## config.mk

```make
export PLATFORM = sky130hd
export DESIGN_NAME = reg_bus_writer_flat
export DESIGN_NICKNAME = d
export VERILOG_FILES = /design/src/rtl/reg_bus_writer_if.sv /design/src/rtl/reg_bus_writer.sv /design/src/flat_wrapper.sv
export SDC_FILE = /design/constraint.sdc
export NUM_CORES = 1
export LEC_CHECK = 0
export ABC_AREA = 1
export CORE_AREA = 2 2 78 50
export DETAILED_ROUTE_END_ITERATION = 8
export DIE_AREA = 0 0 80 52
export GPL_TIMING_DRIVEN = 0
export PLACE_DENSITY = 0.82
export REMOVE_ABC_BUFFERS = 1
export SLEW_MARGIN = 15
export SYNTH_ARGS = -nofsm -noshare
export SYNTH_HDL_FRONTEND = slang
export SYNTH_SLANG_ARGS = --single-unit
```

## constraint.sdc

```tcl
create_clock -name clk -period 2.9 [get_ports clk]
set_input_delay 0.29 -clock clk [delete_from_list [all_inputs] [get_ports clk]]
set_output_delay 0.29 -clock clk [all_outputs]
set_load 0.05 [all_outputs]
```

## src/rtl/reg_bus_writer_if.sv

```systemverilog
// Request/response and register-bank signals between reg_bus_writer and its environment.
// The slave side is the sequencer; the master side issues requests and models the bus.
interface reg_bus_writer_if;
    logic       req;
    logic       we;
    logic [1:0] sel;
    logic [7:0] wdata;
    logic [7:0] bus_in;
    logic       busy;
    logic       done;
    logic [7:0] rdata;
    logic [7:0] d_out;
    logic       d_oe_n;
    logic [3:0] reg_clk;
    logic [3:0] reg_oe_n;

    modport master (
        output req, we, sel, wdata, bus_in,
        input  busy, done, rdata, d_out, d_oe_n, reg_clk, reg_oe_n
    );

    modport slave (
        input  req, we, sel, wdata, bus_in,
        output busy, done, rdata, d_out, d_oe_n, reg_clk, reg_oe_n
    );
endinterface

```

## src/rtl/reg_bus_writer.sv

```systemverilog
// Sequences single-word writes and reads to four 74574-style registers sharing an 8-bit bus.
// Every output is a flop written by the FSM, so no input reaches an output combinationally.
module reg_bus_writer #(
    parameter int unsigned SETUP_CYCLES  = 2,
    parameter int unsigned PULSE_CYCLES  = 1,
    parameter int unsigned HOLD_CYCLES   = 1,
    parameter int unsigned SETTLE_CYCLES = 2
) (
    input  logic            clk,
    input  logic            reset,
    reg_bus_writer_if.slave bus
);
    typedef enum logic [2:0] {
        IDLE, W_SETUP, W_PULSE, W_HOLD, R_SETTLE, TURN, FIN
    } state_t;

    // Counters load "cycles - 1" on entry and leave the phase when they reach zero.
    localparam logic [3:0] SETUP_LAST  = 4'(SETUP_CYCLES - 1);
    localparam logic [3:0] PULSE_LAST  = 4'(PULSE_CYCLES - 1);
    localparam logic [3:0] HOLD_LAST   = 4'(HOLD_CYCLES - 1);
    localparam logic [3:0] SETTLE_LAST = 4'(SETTLE_CYCLES - 1);

    state_t     state;
    logic [3:0] cnt;
    logic [1:0] sel_q;
    logic       busy;
    logic       done;
    logic [7:0] rdata;
    logic [7:0] d_out;
    logic       d_oe_n;
    logic [3:0] reg_clk;
    logic [3:0] reg_oe_n;

    always_ff @(posedge clk) begin
        if (reset) begin
            state    <= IDLE;
            cnt      <= 4'd0;
            sel_q    <= 2'd0;
            busy     <= 1'b0;
            done     <= 1'b0;
            rdata    <= 8'h00;
            d_out    <= 8'h00;
            d_oe_n   <= 1'b1;
            reg_clk  <= 4'b0000;
            reg_oe_n <= 4'b1111;
        end else begin
            // NOTE: non-blocking assignments, so every branch below reads pre-edge values.
            done <= 1'b0;
            case (state)
                IDLE: begin
                    if (bus.req) begin
                        sel_q <= bus.sel;
                        busy  <= 1'b1;
                        if (bus.we) begin
                            state  <= W_SETUP;
                            cnt    <= SETUP_LAST;
                            d_out  <= bus.wdata;
                            d_oe_n <= 1'b0;
                        end else begin
                            state    <= R_SETTLE;
                            cnt      <= SETTLE_LAST;
                            reg_oe_n <= ~(4'b0001 << bus.sel);
                        end
                    end
                end
                W_SETUP: begin
                    if (cnt == 4'd0) begin
                        state   <= W_PULSE;
                        cnt     <= PULSE_LAST;
                        reg_clk <= 4'b0001 << sel_q;
                    end else begin
                        cnt <= cnt - 4'd1;
                    end
                end
                W_PULSE: begin
                    if (cnt == 4'd0) begin
                        state   <= W_HOLD;
                        cnt     <= HOLD_LAST;
                        reg_clk <= 4'b0000;
                    end else begin
                        cnt <= cnt - 4'd1;
                    end
                end
                W_HOLD: begin
                    if (cnt == 4'd0) begin
                        state  <= TURN;
                        d_oe_n <= 1'b1;
                    end else begin
                        cnt <= cnt - 4'd1;
                    end
                end
                R_SETTLE: begin
                    // Bus has settled for the full window by the last cycle; capture it there.
                    if (cnt == 4'd0) begin
                        state    <= TURN;
                        rdata    <= bus.bus_in;
                        reg_oe_n <= 4'b1111;
                    end else begin
                        cnt <= cnt - 4'd1;
                    end
                end
                TURN: begin
                    state <= FIN;
                    done  <= 1'b1;
                end
                FIN: begin
                    state <= IDLE;
                    busy  <= 1'b0;
                end
                default: state <= IDLE;
            endcase
        end
    end

    assign bus.busy     = busy;
    assign bus.done     = done;
    assign bus.rdata    = rdata;
    assign bus.d_out    = d_out;
    assign bus.d_oe_n   = d_oe_n;
    assign bus.reg_clk  = reg_clk;
    assign bus.reg_oe_n = reg_oe_n;
endmodule

```

## src/flat_wrapper.sv

```systemverilog
// flat-port wrapper written by rule: the top's interface ports become plain ports
module reg_bus_writer_flat 
#(
    parameter int unsigned SETUP_CYCLES  = 2,
    parameter int unsigned PULSE_CYCLES  = 1,
    parameter int unsigned HOLD_CYCLES   = 1,
    parameter int unsigned SETTLE_CYCLES = 2
)
  (clk, reset, bus_req, bus_we, bus_sel, bus_wdata, bus_bus_in, bus_busy, bus_done, bus_rdata, bus_d_out, bus_d_oe_n, bus_reg_clk, bus_reg_oe_n);
  reg_bus_writer_if bus_i ();
  input  logic clk;
  input  logic reset;
  input wire logic [$bits(bus_i.req)-1:0] bus_req;
  input wire logic [$bits(bus_i.we)-1:0] bus_we;
  input wire logic [$bits(bus_i.sel)-1:0] bus_sel;
  input wire logic [$bits(bus_i.wdata)-1:0] bus_wdata;
  input wire logic [$bits(bus_i.bus_in)-1:0] bus_bus_in;
  output wire logic [$bits(bus_i.busy)-1:0] bus_busy;
  output wire logic [$bits(bus_i.done)-1:0] bus_done;
  output wire logic [$bits(bus_i.rdata)-1:0] bus_rdata;
  output wire logic [$bits(bus_i.d_out)-1:0] bus_d_out;
  output wire logic [$bits(bus_i.d_oe_n)-1:0] bus_d_oe_n;
  output wire logic [$bits(bus_i.reg_clk)-1:0] bus_reg_clk;
  output wire logic [$bits(bus_i.reg_oe_n)-1:0] bus_reg_oe_n;
  assign bus_i.req = bus_req;
  assign bus_i.we = bus_we;
  assign bus_i.sel = bus_sel;
  assign bus_i.wdata = bus_wdata;
  assign bus_i.bus_in = bus_bus_in;
  assign bus_busy = bus_i.busy;
  assign bus_done = bus_i.done;
  assign bus_rdata = bus_i.rdata;
  assign bus_d_out = bus_i.d_out;
  assign bus_d_oe_n = bus_i.d_oe_n;
  assign bus_reg_clk = bus_i.reg_clk;
  assign bus_reg_oe_n = bus_i.reg_oe_n;
  reg_bus_writer #(.SETUP_CYCLES(SETUP_CYCLES), .PULSE_CYCLES(PULSE_CYCLES), .HOLD_CYCLES(HOLD_CYCLES), .SETTLE_CYCLES(SETTLE_CYCLES)) u_core (.clk(clk), .reset(reset), .bus(bus_i));
endmodule
```

==> impl_metrics.yaml <==
hold_path:
  hold_path_class: "reg -> reg"
synth:
  avgSynthCellArea_sq_um: 7.14
  synth_xor_area_frac: 0
  synthTopCellsByCount: "nand2_1, dfxtp_1, nor2_1, o21ai_0, inv_1"
  synth_top_area_frac: 0.435
  synth-simple-area-share: 0.289
  yosys.area.top_type: "dfxtp_1"
  yosys_warnings: 0
  synth.ff_latch_count: 36
  synth_area_leaders: "dfxtp_1, nand2_1, o21ai_0"
  synth_flop_cell: "dfxtp_1"
  muxShareOfSynthArea: 0
  postSynthCellCount: 232
  async_flop_share: 0
  synth.most_common_cell: "nand2_1"
  syn_area_sq_um: 1660
  synth_cell_type_count: 25
  ys_seq_area_frac: 0.435
  yosys.area_share.adder: 0.0151
  synth_edf_count: 0
  synth_top_family_by_area: "simple AND/OR/NAND/NOR gates"
  synth_compound_area_frac: 0.162
global_route:
  grt_pass1_wl_um: 6170
  grtUsageTotal: 0.194
  overflow: 0
  antenna_found_initial: 0
  grt_max_degree: 30
  grt_pass1_vias: 1408
sta:
  layout_setup_ws_ns: 1.16
  hold_viol: 0
  rsz0062_at_grt: "no"
  setup_viol: 0
  finalCritPeriodShare: 0.601
  clock.fmax_mhz: 574
  tightest_slew_ns: 0.736
  fin_tns_setup_ns: 0
  finClkSkew_ns: 0.00556
  maxSlewViolCount: 0
  slew_headroom: 0.509
  period_needed_ns: 1.74
setup_path:
  cp_slowest_cell: "clkdlybuf4s50_1"
  cp-end-kind: "primary output"
  cp.required_ns: 2.61
  setup.worst_path.class: "reg -> out"
  cp_max_fo: 2
  crit_chain: "clkdlybuf4s50_1"
  cp_top_family: "buffers and inverters"
  cp_slowest_stage_delay_ns: 0.82
  crit_path_start_kind: "flip-flop"
  worst-path-buf-inv: 1
  arrival_ns: 1.45
clocking:
  clkLatencyLatePin_ns: 0.29
  cts_buffers: 5
  clkSinkCount: 36
  cts_buffer_depth: 2
  post_cts_buffers: 0
  hold_buffers: 0
  h-tree-depth: 2
  root_buffer: "clkbuf_8"
  clk_pin_slew_ns: 0.07
  cts_tree: "built"
  cts_resized: 0
routing:
  via_per_inst: 4.94
  drcViolationCount: 0
  ant_nets: 0
  drt-initial-drc-count: 72
  avgRoutedWirePerCell_um: 11.6
  num_vias: 1615
  routed_wl_um: 3800
  firstDrtPassIters: 4
finish:
  fillerInstances: 318
  antenna_cells: 0
  multi_input_area_sq_um: 771
  drive_gt1_frac: 0.0857
  area_delta_synth_final_pct: 36.0
  nets: 303
  seqCellArea_sq_um: 721
die:
  std_cell_rows: 17
  initial_core_util: 0.475
  io_pins: 49
  die_h_um: 52
  core_area_sq_um: 3490
  die_width_um: 80
  die-area_sq_um: 4160
power_and_ir_drop:
  ir_drop_mv: 0.667
  power_density_nw_per_um2: 1130
  cellLeakagePower_nw: 0.959
placed_design:
  dpl_worst_slack_ns: 0.930
  dpl.hpwl_um: 2750
  io_buffers: 48
  gp_congestion: 0.841
run_status:
  status: "finished, final reports clean"
run:
  cap_violations: 0
tightest hold or removal path: stages (launching register included):
cell	delay [ns]
dfxtp_1	0.31
inv_1	0.04
a21oi_1	0.05
where the power goes:
part	internal, mW	leakage (nW)	switching (mW)
Sequential	0.638	0.295	0.105
Combinational	0.444	0.610	0.925
Clock	0.255	0.0552	0.175
Total	1.34	0.959	1.21
worst paths after layout:
check                           start             endpoint  slack (ns)  depth (start not counted)
setup / recovery  u_core.bus.d_out[7]         bus_d_out[7]        1.16                          1
hold / removal    u_core.bus.d_out[2]  u_core.bus.d_out[2]        0.45                          2
setup reg to reg        u_core.cnt[0]        u_core.cnt[2]        1.21                          8
hold reg to reg   u_core.bus.d_out[2]  u_core.bus.d_out[2]        0.45                          2
cells in the final DEF (no fill, tap or decap):
| cell | n |
|---|---|
| nor2_1 | 30 |
| o21ai_1 | 1 |
| nor2_2 | 2 |
| nand4_1 | 3 |
| inv_2 | 5 |
| ha_1 | 2 |
| nor3_1 | 1 |
| nand3_1 | 19 |
| clkinv_2 | 1 |
| clkdlybuf4s50_1 | 48 |
| clkbuf_8 | 5 |
| o21ai_0 | 27 |
| o21ai_4 | 1 |
| inv_1 | 25 |
| a21oi_1 | 19 |
| nor2_4 | 1 |
| a21oi_2 | 1 |
| nand2_2 | 4 |
| nand2_1 | 42 |
| dfxtp_1 | 36 |
| nand3b_1 | 1 |
| nand2_4 | 2 |
| bufinv_16 | 1 |
| clkbuf_1 | 1 |
| nand3_2 | 1 |
| a22oi_1 | 1 |
state kept, by name, summed over array words and instances (netlist names):
signal and flops:
u_core.bus.rdata 8, u_core.bus.busy 1, u_core.bus.reg_clk 4, u_core.bus.d_oe_n 1, u_core.sel_q 2, u_core.bus.reg_oe_n 4, u_core.bus.done 1, u_core.bus.d_out 8
u_core.state 3, u_core.cnt 4
area by class of cell:
class | instances | area share
Tap cell | 47 | 0.0261
Timing Repair Buffer | 48 | 0.213
Inverter | 30 | 0.0500
Multi-Input combinational cell | 158 | 0.342
Sequential cell | 36 | 0.320
Clock inverter | 2 | 0.0156
Clock buffer | 6 | 0.0322
cells by family (layout without fill, tap and decap cells):
family | count (synthesis) | after routing
flops | 36 | 36
compound gates | 50 | 50
simple gates | 106 | 106
fa+ha+maj | 2 | 2
buf+inv | 38 | 86
layer usage:
metal	vias up	wire length, um	global-route usage
li1	841	-	-
met1	716	1900	0.256
met2	53	1550	0.297
met3	5	317	0.0660
met4	0	28	0.0706
met5	-	0	0
per-stage QoR:
stage	power [mW]	hold slack (ns)	instances	util	cell area, sq um
detailed placement	2.11	0.439	319	0.614	2140
global placement	2.08	0.431	319	0.614	2140
global route	2.73	0.470	327	0.645	2250
floorplan	1.74	0.352	224	-	1600
finish	2.54	0.448	327	0.645	2250
CTS	2.54	0.452	327	0.645	2250
Note: power is estimated with default switching activity, not from simulation.
